--- config.mk ---
export PLATFORM = sky130hd
export DESIGN_NAME = fpu_sched
export DESIGN_NICKNAME = d
export VERILOG_FILES = /design/src/rtl/fpu_sched.sv
export SDC_FILE = /design/constraint.sdc
export NUM_CORES = 1
export LEC_CHECK = 0
export BUFFER_PORTS_ARGS = -buffer_cell sky130_fd_sc_hd__clkbuf_2
export CORE_MARGIN = 1.5
export CORE_UTILIZATION = 60
export CTS_CLUSTER_SIZE = 24
export DETAILED_ROUTE_END_ITERATION = 8
export HOLD_SLACK_MARGIN = 0.15
export PLACE_DENSITY = 0.84
export SYNTH_ARGS = -nofsm -noshare
export SYNTH_HDL_FRONTEND = slang
export SYNTH_SLANG_ARGS = --single-unit
--- constraint.sdc ---
create_clock -name clk -period 7 [get_ports clk]
set_input_delay 0.35 -clock clk [delete_from_list [all_inputs] [get_ports clk]]
set_output_delay 0.35 -clock clk [all_outputs]
set_load 0.1 [all_outputs]
--- src/rtl/fpu_sched.sv ---
// fpu_sched: in-order issue scheduler for the shared FPU.
// Holds FPU ops in a small circular queue and issues the head either to the
// pipelined FP pipe or to the non-pipelined divider. A reservation shift
// register gives the single writeback slot to at most one result per cycle.
// On a redirect, ops younger than the redirect are squashed.

package fpu_sched_pkg;
    // Redirect bundle: opid[15] marks a valid redirect; topid is the oldest in-flight opid.
    typedef struct packed {
        logic [15:0] opid;
        logic [15:0] topid;
    } red_bundle_t;
endpackage

module fpu_sched
    import fpu_sched_pkg::*;
#(
    parameter int opsz = 32,
    parameter int qsz  = 4,
    parameter int plat = 4,
    parameter int dlat = 12
) (
    input  logic        clk,
    input  logic        rst,
    input  red_bundle_t redir,
    input  logic        in_valid,
    input  logic [15:0] in_opid,
    input  logic        in_div,
    output logic        in_ready,
    output logic        pipe_issue,
    output logic        div_issue,
    output logic [15:0] issue_opid,
    output logic        wb_valid,
    output logic [15:0] wb_opid
);
    localparam int ow = $clog2(opsz);
    localparam int pw = $clog2(qsz);
    localparam int cw = pw + 1;
    localparam int dw = $clog2(dlat);

    // Age is measured from topid so that opid wraparound inside the ID
    // space does not break the comparison. An op is younger than the
    // redirect when its distance from topid is strictly larger.
    function automatic logic succeed(input logic [15:0] x, input red_bundle_t r);
        logic [ow-1:0] dx;
        logic [ow-1:0] dr;
        dx = x[ow-1:0] - r.topid[ow-1:0];
        dr = r.opid[ow-1:0] - r.topid[ow-1:0];
        return r.opid[15] & x[15] & ({1'b0, dx} >= ({1'b0, dr} + (ow+1)'(1)));
    endfunction

    // Queue state
    logic [15:0]   q_opid [qsz];
    logic          q_div  [qsz];
    logic [pw-1:0] head;
    logic [pw-1:0] tail;
    logic [cw-1:0] count;

    // Writeback reservation and divider occupancy
    logic [dlat:1] rsv;
    logic [15:0]   tag [1:dlat];
    logic [dw-1:0] dcnt;

    // Next-state helpers
    logic [15:0]   head_opid;
    logic          head_div;
    logic          head_ok;
    logic          issue;
    logic          enq;
    logic          squash;
    logic [cw-1:0] keep;
    logic [cw-1:0] count_nx;
    logic [pw-1:0] wr_ptr;
    logic [dlat:1] rsv_sh;
    logic [dlat:1] rsv_nx;
    logic [15:0]   tag_nx [1:dlat];

    // Only the low ow bits of the redirect opids take part in age arithmetic.
    logic unused_redir_bits;
    assign unused_redir_bits = ^{redir.opid[14:ow], redir.topid[15:ow]};

    // Find the first younger entry from the head; everything before it survives.
    // NOTE: every variable assigned in always_comb gets a default first, so no
    // path through the block can leave it unassigned and infer a latch.
    always_comb begin
        keep   = count;
        squash = 1'b0;
        for (int i = 0; i < qsz; i++) begin
            if (!squash && (cw'(i) < count) && succeed(q_opid[head + pw'(i)], redir)) begin
                keep   = cw'(i);
                squash = 1'b1;
            end
        end
    end

    // The head can issue only if it is valid and not itself being squashed.
    // rsv_sh is the reservation vector as it will look after this cycle's shift.
    assign head_opid  = q_opid[head];
    assign head_div   = q_div[head];
    assign rsv_sh     = {1'b0, rsv[dlat:2]};
    assign head_ok    = (count != '0) && !succeed(head_opid, redir);
    assign pipe_issue = head_ok && !head_div && !rsv_sh[plat];
    assign div_issue  = head_ok &&  head_div && (dcnt == '0) && !rsv_sh[dlat];
    assign issue      = pipe_issue || div_issue;
    assign issue_opid = issue ? head_opid : '0;

    // Enqueue is gated by the registered count only; younger arrivals
    // during a redirect are dropped on the floor.
    assign in_ready = (count < cw'(qsz));
    assign enq      = in_valid && in_ready && !succeed(in_opid, redir);
    assign wr_ptr   = squash ? head + keep[pw-1:0] : tail;
    assign count_nx = keep - cw'(issue) + cw'(enq);

    // Writeback slot is the bottom of the reservation register.
    assign wb_valid = rsv[1] & tag[1][15];
    assign wb_opid  = wb_valid ? tag[1] : '0;

    // Shift reservations and tags, drop squashed tags, then book the issued slot.
    // Squashed results keep their rsv bit so the slot stays owned.
    always_comb begin
        rsv_nx = rsv_sh;
        for (int k = 1; k < dlat; k++) begin
            tag_nx[k] = succeed(tag[k+1], redir) ? 16'h0000 : tag[k+1];
        end
        tag_nx[dlat] = '0;
        if (pipe_issue) begin
            rsv_nx[plat] = 1'b1;
            tag_nx[plat] = head_opid;
        end
        if (div_issue) begin
            rsv_nx[dlat] = 1'b1;
            tag_nx[dlat] = head_opid;
        end
    end

    // Control state: pointers, count, reservations, tags and divider busy counter.
    // NOTE: sequential state uses non-blocking assignments so every register
    // samples the pre-edge values, independent of statement order.
    always_ff @(posedge clk or posedge rst) begin
        if (rst) begin
            head  <= '0;
            tail  <= '0;
            count <= '0;
            rsv   <= '0;
            dcnt  <= '0;
            for (int k = 1; k <= dlat; k++) begin
                tag[k] <= '0;
            end
        end else begin
            head  <= head + pw'(issue);
            tail  <= wr_ptr + pw'(enq);
            count <= count_nx;
            rsv   <= rsv_nx;
            for (int k = 1; k <= dlat; k++) begin
                tag[k] <= tag_nx[k];
            end
            if (div_issue) begin
                dcnt <= dw'(dlat - 1);
            end else if (dcnt != '0) begin
                dcnt <= dcnt - dw'(1);
            end
        end
    end

    // Queue payload write at the (possibly pulled-back) tail.
    // NOTE: queue storage is not reset; an entry is only read while count
    // covers it, so stale contents are never observed.
    always_ff @(posedge clk) begin
        if (enq) begin
            q_opid[wr_ptr] <= in_opid;
            q_div[wr_ptr]  <= in_div;
        end
    end

endmodule

== After elaboration in Yosys (flattened, before gate mapping) ==
Memory sizes are Yosys's and may differ from the RTL's.
Index checks and enable logic that the tools add are counted.

* Output and inout port bits: 36
* Memory bits (writable): 68
* Memories kept: 2
* Register bits after elaboration: 215
* Logic and storage cells: 156

* Magnitude comparators: 21
* Bitwise gates (word level): 33
* Reductions and logical operators: 26
* Add/subtract/negate cells: 27
* Multiplexer cells: 30

{| class="wikitable"
|+ Memory list
! memory !! depth !! width !! read ports !! clocked after memory_dff !! wr ports !! RTL line !! source
|-
| q_opid || 4 || 16 || 4 || 0 || 1 || 53 || <nowiki>logic [15:0] q_opid [qsz];</nowiki>
|-
| q_div || 4 || 1 || 1 || 0 || 1 || 54 || <nowiki>logic q_div [qsz];</nowiki>
|}

{| class="wikitable"
|+ Operators with widths
! kind !! number
|-
| two-way mux 16 bit || 15
|-
| greater-or-equal comparator 5 x 6 -> 1 bit || 16
|-
| subtractor 5 bit || 17
|-
| AND 1 bit || 33
|-
| logical AND 1 bit || 14
|-
| two-way mux 3 bit || 4
|-
| two-way mux 1 bit || 8
|-
| two-way mux 4 bit || 2
|-
| zero test 1 bit || 7
|-
| adder 5 x 1 -> 6 bit (second input constant) || 1
|-
| < comparator 1 x 3 -> 1 bit (first input constant) || 2
|-
| < comparator 2 x 3 -> 1 bit (first input constant) || 2
|-
| adder 2 x 1 -> 2 bit || 2
|-
| adder 2 bit (second input constant) || 2
|-
| zero test 4 bit || 1
|-
| nonzero test 4 bit || 1
|-
| subtractor 4 x 1 -> 4 bit (second input constant) || 1
|-
| adder 3 x 1 -> 3 bit || 1
|-
| < comparator 3 bit (second input constant) || 1
|-
| nonzero test 3 bit || 1
|-
| subtractor 3 x 1 -> 3 bit || 1
|-
| adder 2 x 1 -> 2 bit (second input constant) || 1
|-
| adder 2 bit || 1
|-
| two-way mux 2 bit || 1
|-
| 2 further kinds || 2
|}

== Logic depth before layout (Yosys ltp) ==
Gate-level depths: netlist of the first run.

* Depth after elaboration: 21
* Mapped depth: 26

== Least setup slack after synthesis of the first run ==
Ideal clock, no wire load.

* Path kind: input to register
* Start point: input redir[1] in the netlist's numbering
* End point: memory q_div[0] (enable)
* Slack: 613 ps
* Stages on the path: 18
* Arrival: 5971 ps
* Setup time: 416 ps
* Buffers on the path: 0
* Path through: inv_1 -> fa_1 -> and3_1 -> xnor2_1 -> ha_1 -> a21oi_1 -> o21ai_0 -> nor2_1 -> o31ai_1 -> nand2_1 -> nand2b_1 -> a21oi_1 -> a21oi_1 -> ha_1 -> xnor2_1 -> or3b_1 -> o22ai_1 -> nor3b_1

* Cells in the longest elaborated chain, start to end: 20
* Elaborated cells on any way between the ends: 41

{| class="wikitable"
|+ RTL lines
! element !! RTL line !! source
|-
| start, declared || 25 || <nowiki>input red_bundle_t redir,</nowiki>
|-
| subtractor 5 bit || 48 || <nowiki>dr = r.opid[ow-1:0] - r.topid[ow-1:0];</nowiki>
|-
| adder 5 x 1 -> 6 bit || 49 || <nowiki>return r.opid[15] & x[15] & ({1'b0, dx} >= ({1'b0, dr} + (ow+1)'(1)));</nowiki>
|-
| greater-or-equal comparator 5 x 6 -> 1 bit || 49 ||
|-
| AND 1 bit || 49 ||
|-
| logical AND 1 bit || 89 || <nowiki>if (!squash && (cw'(i) < count) && succeed(q_opid[head + pw'(i)], redir)) begin</nowiki>
|-
| two-way mux 1 bit || 89 ||
|-
| zero test 1 bit || 89 ||
|-
| logical AND 1 bit (2 in a row) || 89 ||
|-
| two-way mux 1 bit || 89 ||
|-
| zero test 1 bit || 89 ||
|-
| logical AND 1 bit (2 in a row) || 89 ||
|-
| two-way mux 1 bit || 89 ||
|-
| zero test 1 bit || 89 ||
|-
| logical AND 1 bit (2 in a row) || 89 ||
|-
| two-way mux 3 bit || 89 ||
|-
| adder 2 bit || 111 || <nowiki>assign wr_ptr = squash ? head + keep[pw-1:0] : tail;</nowiki>
|-
| two-way mux 2 bit || 111 ||
|-
| end, declared || 54 ||
|}

Parallel ways exist; a longest one is shown, timed or not.

== Worst setup path after layout of the first run ==
* Start point: register head[1]
* End point: output issue_opid[6]

* Cells in the longest elaborated chain, start to end: 10
* Elaborated cells on any way between the ends: 15

{| class="wikitable"
|+ RTL lines
! element !! RTL line !! source
|-
| start, declared || 55 || <nowiki>logic [pw-1:0] head;</nowiki>
|-
| start signal, assigned || 150 || <nowiki>head <= head + pw'(issue);</nowiki>
|-
| memory (4 x 16 bit) || -- ||
|-
| subtractor 5 bit || 47 || <nowiki>dx = x[ow-1:0] - r.topid[ow-1:0];</nowiki>
|-
| greater-or-equal comparator 5 x 6 -> 1 bit || 49 ||
|-
| AND 1 bit || 49 ||
|-
| zero test 1 bit || 101 || <nowiki>assign head_ok = (count != '0) && !succeed(head_opid, redir);</nowiki>
|-
| logical AND 1 bit || 101 ||
|-
| logical AND 1 bit, on equally long branches (2 in a row) || 102, 103 ||
|-
| logical OR 1 bit || 104 || <nowiki>assign issue = pipe_issue || div_issue;</nowiki>
|-
| two-way mux 16 bit * || 105 || <nowiki>assign issue_opid = issue ? head_opid : '0;</nowiki>
|-
| end, declared || 32 || <nowiki>output logic [15:0] issue_opid,</nowiki>
|}

Mark *: on every way between the ends. The rest lies on a longest branch, timed or not.

==> metrics, run 1 <==
CTS tree built; top post-synthesis cells by area dfrtp_1, edfxtp_1, ha_1, and2_1, a21o_1; DR top layer met4; overall die height ~160 um; Hold Buf Count CTS 18; worst path cell trace mux2_2 -> o21ai_0 -> fa_1 -> inv_1 -> ha_1 -> a21o_1 -> a21o_1 -> a21o_1 -> a21o_1 -> a211oi_2 -> buf_4 -> a21oi_2 -> buf_4 -> nor2b_1 -> clkbuf_2; HP Start rsv[7]$_DFF_PP0_; Achievable Freq approximately 0.17 GHz; met2 wire length 14.3 mm; flops & latches, synth around 280; Antenna Nets Post-Route 0; cell row count 56; Worst setup EP type primary output; crit path max fanout 20; Ports 88; critical path type reg -> out; die width around 160 um; Detailed Route WL approximately 28 mm; Worst IR Drop VDD just under 0.5 mV; register area share after synthesis 0.515; GR Overflow Total 0; number of buffers created by CTS 27; routed len/inst about 17 um; Via density approximately 5.5; GP Congestion ~0.85; status completed; Least-Margin Pin Slew 992 ps; vias in the first global route between 9,000 and 10,000; crit path launch head[1]$_DFF_PP0_; number of synthesized flops with an enable pin 68; top-area cell type share of the netlist area 0.374; largest net degree at the start of global routing between 100 and 150; Clock Latency Late Sink about 530 ps; TNS Setup 0 ps; Pleak about 8.0 nW; pwr dens 487 nW/um2; DP HPWL approximately 19 mm; wire length on met1 12.6 mm; first-pass GRT wire length about 46 mm; fin. max-slew vios 0; share of cells above drive strength 1 0.129; Remaining DRCs 0; fin nets around 1,500; final-report hold violation count 0; core area 23,500 um2; cell count after synthesis ~1,200; Clock Skew between 10 and 15 ps; endpoints failing setup 0; Layout area overhead 12.3%; critical path's slowest cell dfrtp_1; Period minus WS final between 5000 and 6000 ps; clock root buffer clkbuf_16; period utilisation layout 0.857; clock tree buffer depth 3; Clock Sinks between 200 and 300; post-CTS setup buffer count 0; Routed met3 length 915 um; CP required between 6000 and 7000 ps; Synth Cell Area 14,400 um2; DR iter-0 viols 496; Netlist cell types a little under 60; Initial Util 0.612; RSZ-0062 raised after global routing false; YS warnings 0; number of max-cap violations 0; clk slew on worst S/H paths roughly 60 ps; Layout Utilization 0.687; Layout fillers roughly 1,600; fraction of registers with async set/reset 0.760; Vias about 8,900; cell taking the most area after synthesis dfrtp_1; CP startpoint kind flip-flop; Main synth FF type dfrtp_1; Worst EP arrival ~5700 ps; Worst slew margin 0.331; GRT Overall Usage 0.240; FF-to-FF Start head[1]$_DFF_PP0_; max incr delay on CP roughly 870 ps; worst hold path class reg -> reg; port bufs 66; Register Area roughly 7400 um2; syn_nets around 1,400; multi-input logic area 6610 um2; post-CTS sizing 0; First-pass DRT Iterations 5; syn_area_per_cell ~12 um2; # H-tree levels 1; die area about 25,000 um2; CP dominant cell by count a21o_1; n_diodes 0; initial antenna violation count 0
[report_power, final]
part	internal, mW	switching, mW
registers	2.14	0.195
clock network	0.816	0.584
logic	1.48	2.66
total	4.44	3.44
[through the flow]
step           worst slack [ps]  instances  instance area, um2  total power, mW  hold WS, ps
2_1_floorplan               613       1193               14400             5.55          331
3_3_place_gp               1380       1562               15100             6.26          333
3_5_place_dp               1360       1562               15100             6.45          337
4_1_cts                    1050       1626               16200             7.91          353
5_1_grt                     758       1626               16200             8.45          353
6_report                   1000       1626               16200             7.88          349
[worst max-delay path, delay by kind of cell, from the launching register on]
kind	cells	cell delay, ps
buf+inv	4	1000
flops	1	870
compound gates	7	1850
mux	1	430
simple gates	1	180
fa+ha+maj	2	790
[final timing paths]
kind | to | slack (ps) | cells after the start
max | issue_opid[6] | 1000 | 15
min | rsv[6]$_DFF_PP0_ | 350 | 0
max reg2reg | q_opid[0][8]$_DFFE_PP_ | 1190 | 14
min reg2reg | rsv[6]$_DFF_PP0_ | 350 | 0
max in group asynchronous | tag[119]$_DFF_PP0_ | 4900 | 4
min in group asynchronous | tag[186]$_DFF_PP0_ | 570 | 3
[layout by cell type (no fill, tap or decap), types with 23 or more instances in the layout]
cell type  count
a21o_1        63
a21oi_1       60
and2_1       156
and3_1        27
clkbuf_16     28
clkbuf_2      66
dfrtp_1      215
edfxtp_1      68
ha_1         140
inv_1         55
nand2_1       57
nand2b_1      23
nor2_1        37
xnor2_1       50
[state kept, by name, indices dropped and copies added, names as in the netlist]
name,flops
count,3
dcnt,4
head,2
q_div,4
q_opid,64
rsv,12
tag,192
tail,2
[cell families after synthesis]
group / count (synthesis) / synth area share
XOR/XNOR: 75 / 0.0472
adder cells (fa/ha/maj): 159 / 0.147
flip-flops: 283 / 0.515
AND/OR/NAND/NOR: 345 / 0.134
buffers and inverters: 95 / 0.0273
multiplexers: 42 / 0.0415
AO/OA/AOI/OAI: 194 / 0.0870
[synth_stat cells (all sizes together) (2+ instances only)]
| master | instances |
|---|---|
| a211oi | 2 |
| ha | 140 |
| nand2 | 57 |
| nor3 | 8 |
| xnor2 | 52 |
| nand3 | 12 |
| clkbuf | 21 |
| mux2i | 23 |
| o211ai | 2 |
| nand2b | 23 |
| and3 | 27 |
| dfrtp | 215 |
| o22ai | 3 |
| o31a | 3 |
| mux2 | 6 |
| o21ai | 34 |
| and3b | 2 |
| a311oi | 2 |
| edfxtp | 68 |
| inv | 58 |
| and2 | 156 |
| fa | 18 |
| buf | 16 |
| o31ai | 4 |
| nor2b | 15 |
| nor3b | 2 |
| nor2 | 37 |
| mux4 | 13 |
| xor2 | 23 |
| a21o | 63 |
| a31oi | 13 |
| a21oi | 64 |
[layout make-up]
| cell class | count | share of cell area |
|---|---|---|
| inverters | 58 | 0.0139 |
| well taps | 319 | 0.0247 |
| multi-input cells | 815 | 0.409 |
| flip-flops and latches | 283 | 0.459 |
| repair buffers | 105 | 0.0413 |
| clock buffers | 40 | 0.0490 |
| clock inverters | 6 | 0.00364 |
[layer usage]
metal / vias up / global-route usage
li1: 4305 / -
met1: 4377 / 0.318
met2: 168 / 0.423
met3: 40 / 0.0268
met4: 0 / 0.0614
met5: - / 0
Power figures use the tool's default switching activity.
==> inputs of run 2 (changes only) <==
--- a/config.mk
+++ b/config.mk
@@ -12,6 +12,7 @@
 export DETAILED_ROUTE_END_ITERATION = 8
 export HOLD_SLACK_MARGIN = 0.15
 export PLACE_DENSITY = 0.84
+export SLEW_MARGIN = 25
 export SYNTH_ARGS = -nofsm -noshare
 export SYNTH_HDL_FRONTEND = slang
 export SYNTH_SLANG_ARGS = --single-unit
==> constraint.sdc (replaced) <==
create_clock -name clk -period 7.2 [get_ports clk]
set_input_delay 0.36 -clock clk [delete_from_list [all_inputs] [get_ports clk]]
set_output_delay 0.36 -clock clk [all_outputs]
set_load 0.1 [all_outputs]
==> metrics, run 2 (synthesis gave the netlist of run 1 again) <==
Hold Path End rsv[7]$_DFF_PP0_; clock root buffer clkbuf_16; Pleak 8.05 nW (+0.56%); crit path max fanout 23 (+15%); cell row count 56 (unchanged); vias in the first global route 9,482 (+4.3%); Design Power 7.83 mW (-0.60%); Detailed Route WL 28.7 mm (+1.4%); worst hold path class reg -> reg; Remaining DRCs 0 (unchanged); Clock Skew 20.0 ps (+7.07 ps); Worst slew margin 0.316 (-0.0150); max reg flops 192 (unchanged); Clock Latency Late Sink 540 ps (about the same); number of max-cap violations 0 (unchanged); critical path type reg -> out; fin nets 1,502 (+0.13%); clk slew on worst S/H paths 60 ps (about the same); die width 158 um (unchanged); First-pass DRT Iterations 5 (unchanged); CTS tree built; # H-tree levels 1 (unchanged); most frequent cells in the layout dfrtp_1, and2_1, ha_1; RSZ-0062 raised after global routing false; Period minus WS final about 6400 ps; Worst EP arrival 6000 ps (+350 ps); Layout area overhead 13.1%; TNS Setup 0 ps (unchanged); largest net degree at the start of global routing 139 (unchanged); GP Congestion 0.823 (-3.8%); Antenna Nets Post-Route 0 (unchanged); die area 24,900 um2 (unchanged); endpoints failing setup 0 (unchanged); largest registers tag: 192 flops, q_opid: 64 flops, rsv: 12 flops; fin. max-slew vios 0 (unchanged); Via density 5.53 (+1.2%); HP Start rsv[8]$_DFF_PP0_; overall die height 158 um (unchanged); Achievable Freq 0.157 GHz; Least-Margin Pin Slew 1030 ps (+33.1 ps); status completed; CP startpoint kind flip-flop; CP required 6840 ps (+190 ps); Ports 88 (unchanged); Vias 9,032 (+1.6%); core area 23,500 um2 (unchanged); worst hold margin 347 ps (-2.00 ps); GR Overflow Total 0 (unchanged); final-report hold violation count 0 (unchanged); Worst setup EP type primary output; Place WS 1190 ps (-173 ps); Layout fillers 1,643 (+1.4%); Initial Util 0.612 (unchanged); Worst Slack Setup Final 837 ps (-163 ps); clock tree buffer depth 3 (unchanged); most common cell after layout, fill and taps aside dfrtp_1; Layout Utilization 0.692 (+0.00484); Hold Path Stages 0 (unchanged); first-pass GRT wire length 47.2 mm (+2.6%); routed len/inst 17.6 um (+0.99%); number of buffers created by CTS 28 (+3.7%); Top reg by flops tag; R2R depth 21 (+7); pwr dens 481 nW/um2 (-1.3%); GRT Overall Usage 0.245 (+0.00574); DP HPWL 19.3 mm (+0.55%); port bufs 66 (unchanged); initial antenna violation count 0 (unchanged); DR iter-0 viols 524 (+5.6%); share of cells above drive strength 1 0.129 (+0.000174); R2R setup slack 920 ps (-270 ps); Worst IR Drop VDD 0.767 mV (+58%); FF-to-FF Start head[1]$_DFF_PP0_; period utilisation layout 0.884; Clock Sinks 283 (unchanged); FF-to-FF End count[2]$_DFF_PP0_
[run 2: what timing repair did]
item                      4_1_cts  5_1_grt
buffers inserted                0        0
gates resized for setup         0        0
hold endpoints to repair      205        0
hold buffers                   18        0
[run 2: metrics by stage]
stage	std cells	cell area, um2
after floorplan	1193	14400
after global placement	1563	15200
after detailed placement	1563	15200
after CTS	1632	16300
after global routing	1632	16300
final	1633	16300
[run 2: worst max-delay path by stage]
stage	from	to	slack (ps)	cells past startpoint
2_1_floorplan	redir[1]	q_div[0]$_DFFE_PP_	800	18
3_3_place_gp	head[1]$_DFF_PP0_	count[2]$_DFF_PP0_	1380	21
3_5_place_dp	head[1]$_DFF_PP0_	count[2]$_DFF_PP0_	1190	21
4_1_cts	head[1]$_DFF_PP0_	issue_opid[0]	1000	17
5_1_grt	head[1]$_DFF_PP0_	issue_opid[0]	590	17
6_report	head[1]$_DFF_PP0_	issue_opid[2]	840	17
[run 2: cell type report]
cell class	count	area (um2)	share of cell area
clock inverters	8	124	0.00760
clock buffers	43	828	0.0508
well taps	319	399	0.0245
inverters	58	225	0.0138
flip-flops and latches	283	7420	0.456
repair buffers	106	679	0.0417
multi-input cells	815	6610	0.406
diodes	1	2.50	0.000154
[run 2: critical path, cell delays in order, from the launching register on]
cell and delay (ps):
dfrtp_1 990, buf_4 440, mux2i_1 290, nand2_1 90, o21ai_0 270, inv_1 140
ha_1 340, nor2_1 60, a21oi_1 160, xor2_1 240, xnor2_2 110, nor3_1 330
a21o_1 240, a211oi_2 100, buf_4 210, a21oi_2 820, nor2_1 180, clkbuf_2 430
[run 2: report_power, final]
part           total (mW)  switching (mW)  internal (mW)  leakage (nW)
combinational        4.05            2.60           1.45          4.06
sequential           2.29           0.211           2.08          3.53
clock                1.49           0.595          0.898         0.462
[run 2: routing by layer]
metal,GRT usage,wire length (um)
met4,0.0783,887
met2,0.434,14500
met5,0,0
met1,0.314,12100
met3,0.0318,1240
==> inputs of run 3 (changes only) <==
--- a/config.mk
+++ b/config.mk
@@ -5,7 +5,7 @@
 export SDC_FILE = /design/constraint.sdc
 export NUM_CORES = 1
 export LEC_CHECK = 0
-export BUFFER_PORTS_ARGS = -buffer_cell sky130_fd_sc_hd__clkbuf_2
+export BUFFER_PORTS_ARGS = -buffer_cell sky130_fd_sc_hd__buf_2
 export CORE_MARGIN = 1.5
 export CORE_UTILIZATION = 60
 export CTS_CLUSTER_SIZE = 24
==> metrics, run 3 (synthesis gave the netlist of run 1 again) <==
max reg flops 192 (unchanged); Vias 8,924 (-1.2%); clock tree buffer depth 3 (unchanged); Place WS 952 ps (-239 ps); Initial Util 0.612 (unchanged); Via density 5.48 (-0.89%); fin nets 1,499 (-0.20%); Layout fillers 1,648 (+0.30%); CP required 7620 ps (+780 ps); multi-input logic area 6610 um2 (about the same); DR iter-0 viols 497 (-5.2%); CP dominant cell by count ha_1; # H-tree levels 1 (unchanged); Hold Path End rsv[10]$_DFF_PP0_; Clock Latency Late Sink 530 ps (about the same); vias in the first global route 9,436 (-0.49%); critical path's slowest cell dfrtp_1; crit path max fanout 19 (-17%); Detailed Route WL 28.7 mm (about the same); Worst Slack Setup Final 1250 ps (+409 ps); most frequent cells in the layout dfrtp_1, and2_1, ha_1; Worst path top cell family by delay compound AO/OA/AOI/OAI gates; most common cell after layout, fill and taps aside dfrtp_1; die width 158 um (unchanged); Remaining DRCs 0 (unchanged); clk slew on worst S/H paths 60 ps (about the same); Worst IR Drop VDD 0.609 mV (-21%); Clock Sinks 283 (unchanged); Ports 88 (unchanged); clock root buffer clkbuf_16; Least-Margin Pin Slew 1010 ps (-13.7 ps); n_diodes 0 (-1); status completed; core area 23,500 um2 (unchanged); Achievable Freq 0.168 GHz (+6.9%); RSZ-0062 raised after global routing false; Register Area 7420 um2 (unchanged); die area 24,900 um2 (unchanged); Clock Skew 8.48 ps (-11.5 ps); max incr delay on CP 820 ps (-170 ps); CP startpoint kind flip-flop; period utilisation layout 0.827 (-0.0568); worst hold path class reg -> reg; Period minus WS final 5950 ps (-409 ps); Antenna Nets Post-Route 0 (unchanged); worst path cell trace mux2_2 -> o21ai_0 -> inv_1 -> ha_1 -> a21o_1 -> a21oi_1 -> xnor2_1 -> ha_1 -> a21o_1 -> a21o_1 -> a211oi_2 -> buf_4 -> a21oi_2 -> inv_1 -> ha_1 -> inv_1 -> ha_1 -> fa_1 -> xor2_1; cell row count 56 (unchanged); Layout area overhead 13.1% (unchanged); first-pass GRT wire length 47.2 mm (about the same); number of buffers created by CTS 28 (unchanged); non-filler cells, final 1,628 (-0.31%); TNS Setup 0 ps (unchanged); endpoints failing setup 0 (unchanged); GP Congestion 0.857 (+4.1%); First-pass DRT Iterations 5 (unchanged); Worst EP arrival 6380 ps (+380 ps); final-report hold violation count 0 (unchanged); DP HPWL 19.2 mm (-0.48%); routed len/inst 17.6 um (+0.27%); FF-to-FF Start head[1]$_DFF_PP0_; CTS tree built; R2R depth 19 (-9.5%); worst hold margin 348 ps (+0.796 ps); share of cells above drive strength 1 0.133 (+0.00421); GRT Overall Usage 0.246 (+0.000948); largest registers tag: 192 flops, q_opid: 64 flops, rsv: 12 flops; GR Overflow Total 0 (unchanged); initial antenna violation count 0 (unchanged); Hold Path Stages 0 (unchanged); post-CTS setup buffer count 0 (unchanged); HP Start rsv[11]$_DFF_PP0_; Worst slew margin 0.325 (+0.00913); R2R setup slack 1250 ps (+330 ps); dpl cells 1,560 (-0.19%); Worst setup EP type flip-flop; overall die height 158 um (unchanged); Top reg by flops tag; critical path type reg -> reg; number of max-cap violations 0 (unchanged); FF-to-FF End count[2]$_DFF_PP0_; largest net degree at the start of global routing 125 (-10%); pwr dens 477 nW/um2 (-0.75%); crit path launch head[1]$_DFF_PP0_; Buf/Inv on CP 4 (unchanged); Pleak 8.08 nW (+0.38%); fin. max-slew vios 0 (unchanged); port bufs 66 (unchanged)
## run 3: layer usage
layer / up-vias / share of wire / global-route usage
met1: 4336 / 0.42 / 0.314
met3: 68 / 0.048 / 0.0367
met4: 0 / 0.028 / 0.0783
li1: 4295 / - / -
met5: - / 0 / 0
met2: 225 / 0.50 / 0.435
## run 3: power by group
part	switching (mW)	leakage (nW)	internal (mW)
clock network	0.604	0.489	0.916
registers	0.203	3.53	2.08
logic	2.55	4.06	1.42
## run 3: final cells by class
class                           count  share of cell area
Sequential cell                   283               0.456
Multi-Input combinational cell    815               0.406
Clock buffer                       38              0.0510
Timing Repair Buffer              103              0.0403
Tap cell                          319              0.0245
Inverter                           58              0.0138
Clock inverter                     12             0.00891
## run 3: worst reg2reg max path, stage by stage (launching register included)
cell and delay (ps):
dfrtp_1 820, mux2_2 430, o21ai_0 620, inv_1 170, ha_1 310, a21o_1 150, a21oi_1 170, xnor2_1 90
ha_1 290, a21o_1 110, a21o_1 220, a211oi_2 100, buf_4 210, a21oi_2 810, inv_1 180, ha_1 340
inv_1 40, ha_1 210, fa_1 390, xor2_1 170
## run 3: worst max path at each step
stage / cells after the start / end
2_1_floorplan: 18 / q_div[0]$_DFFE_PP_
3_3_place_gp: 23 / q_opid[3][0]$_DFFE_PP_
3_5_place_dp: 23 / q_opid[3][0]$_DFFE_PP_
4_1_cts: 15 / issue_opid[2]
5_1_grt: 22 / q_opid[3][15]$_DFFE_PP_
6_report: 19 / count[2]$_DFF_PP0_
## run 3: metrics by stage
stage                     instance area [um2]   util  total power, mW
after floorplan                         14400      -             5.40
after global placement                  15100  0.642             6.05
after detailed placement                15100  0.643             6.22
after CTS                               16300  0.692             7.79
after global routing                    16300  0.692             8.30
final                                   16300  0.692             7.77
## run 3: what timing repair did
| action | 4_1_cts | 5_1_grt |
|---|---|---|
| hold buffers | 18 | 0 |
| resized for setup | 0 | 0 |
| endpoints found under the hold margin | 191 | 0 |
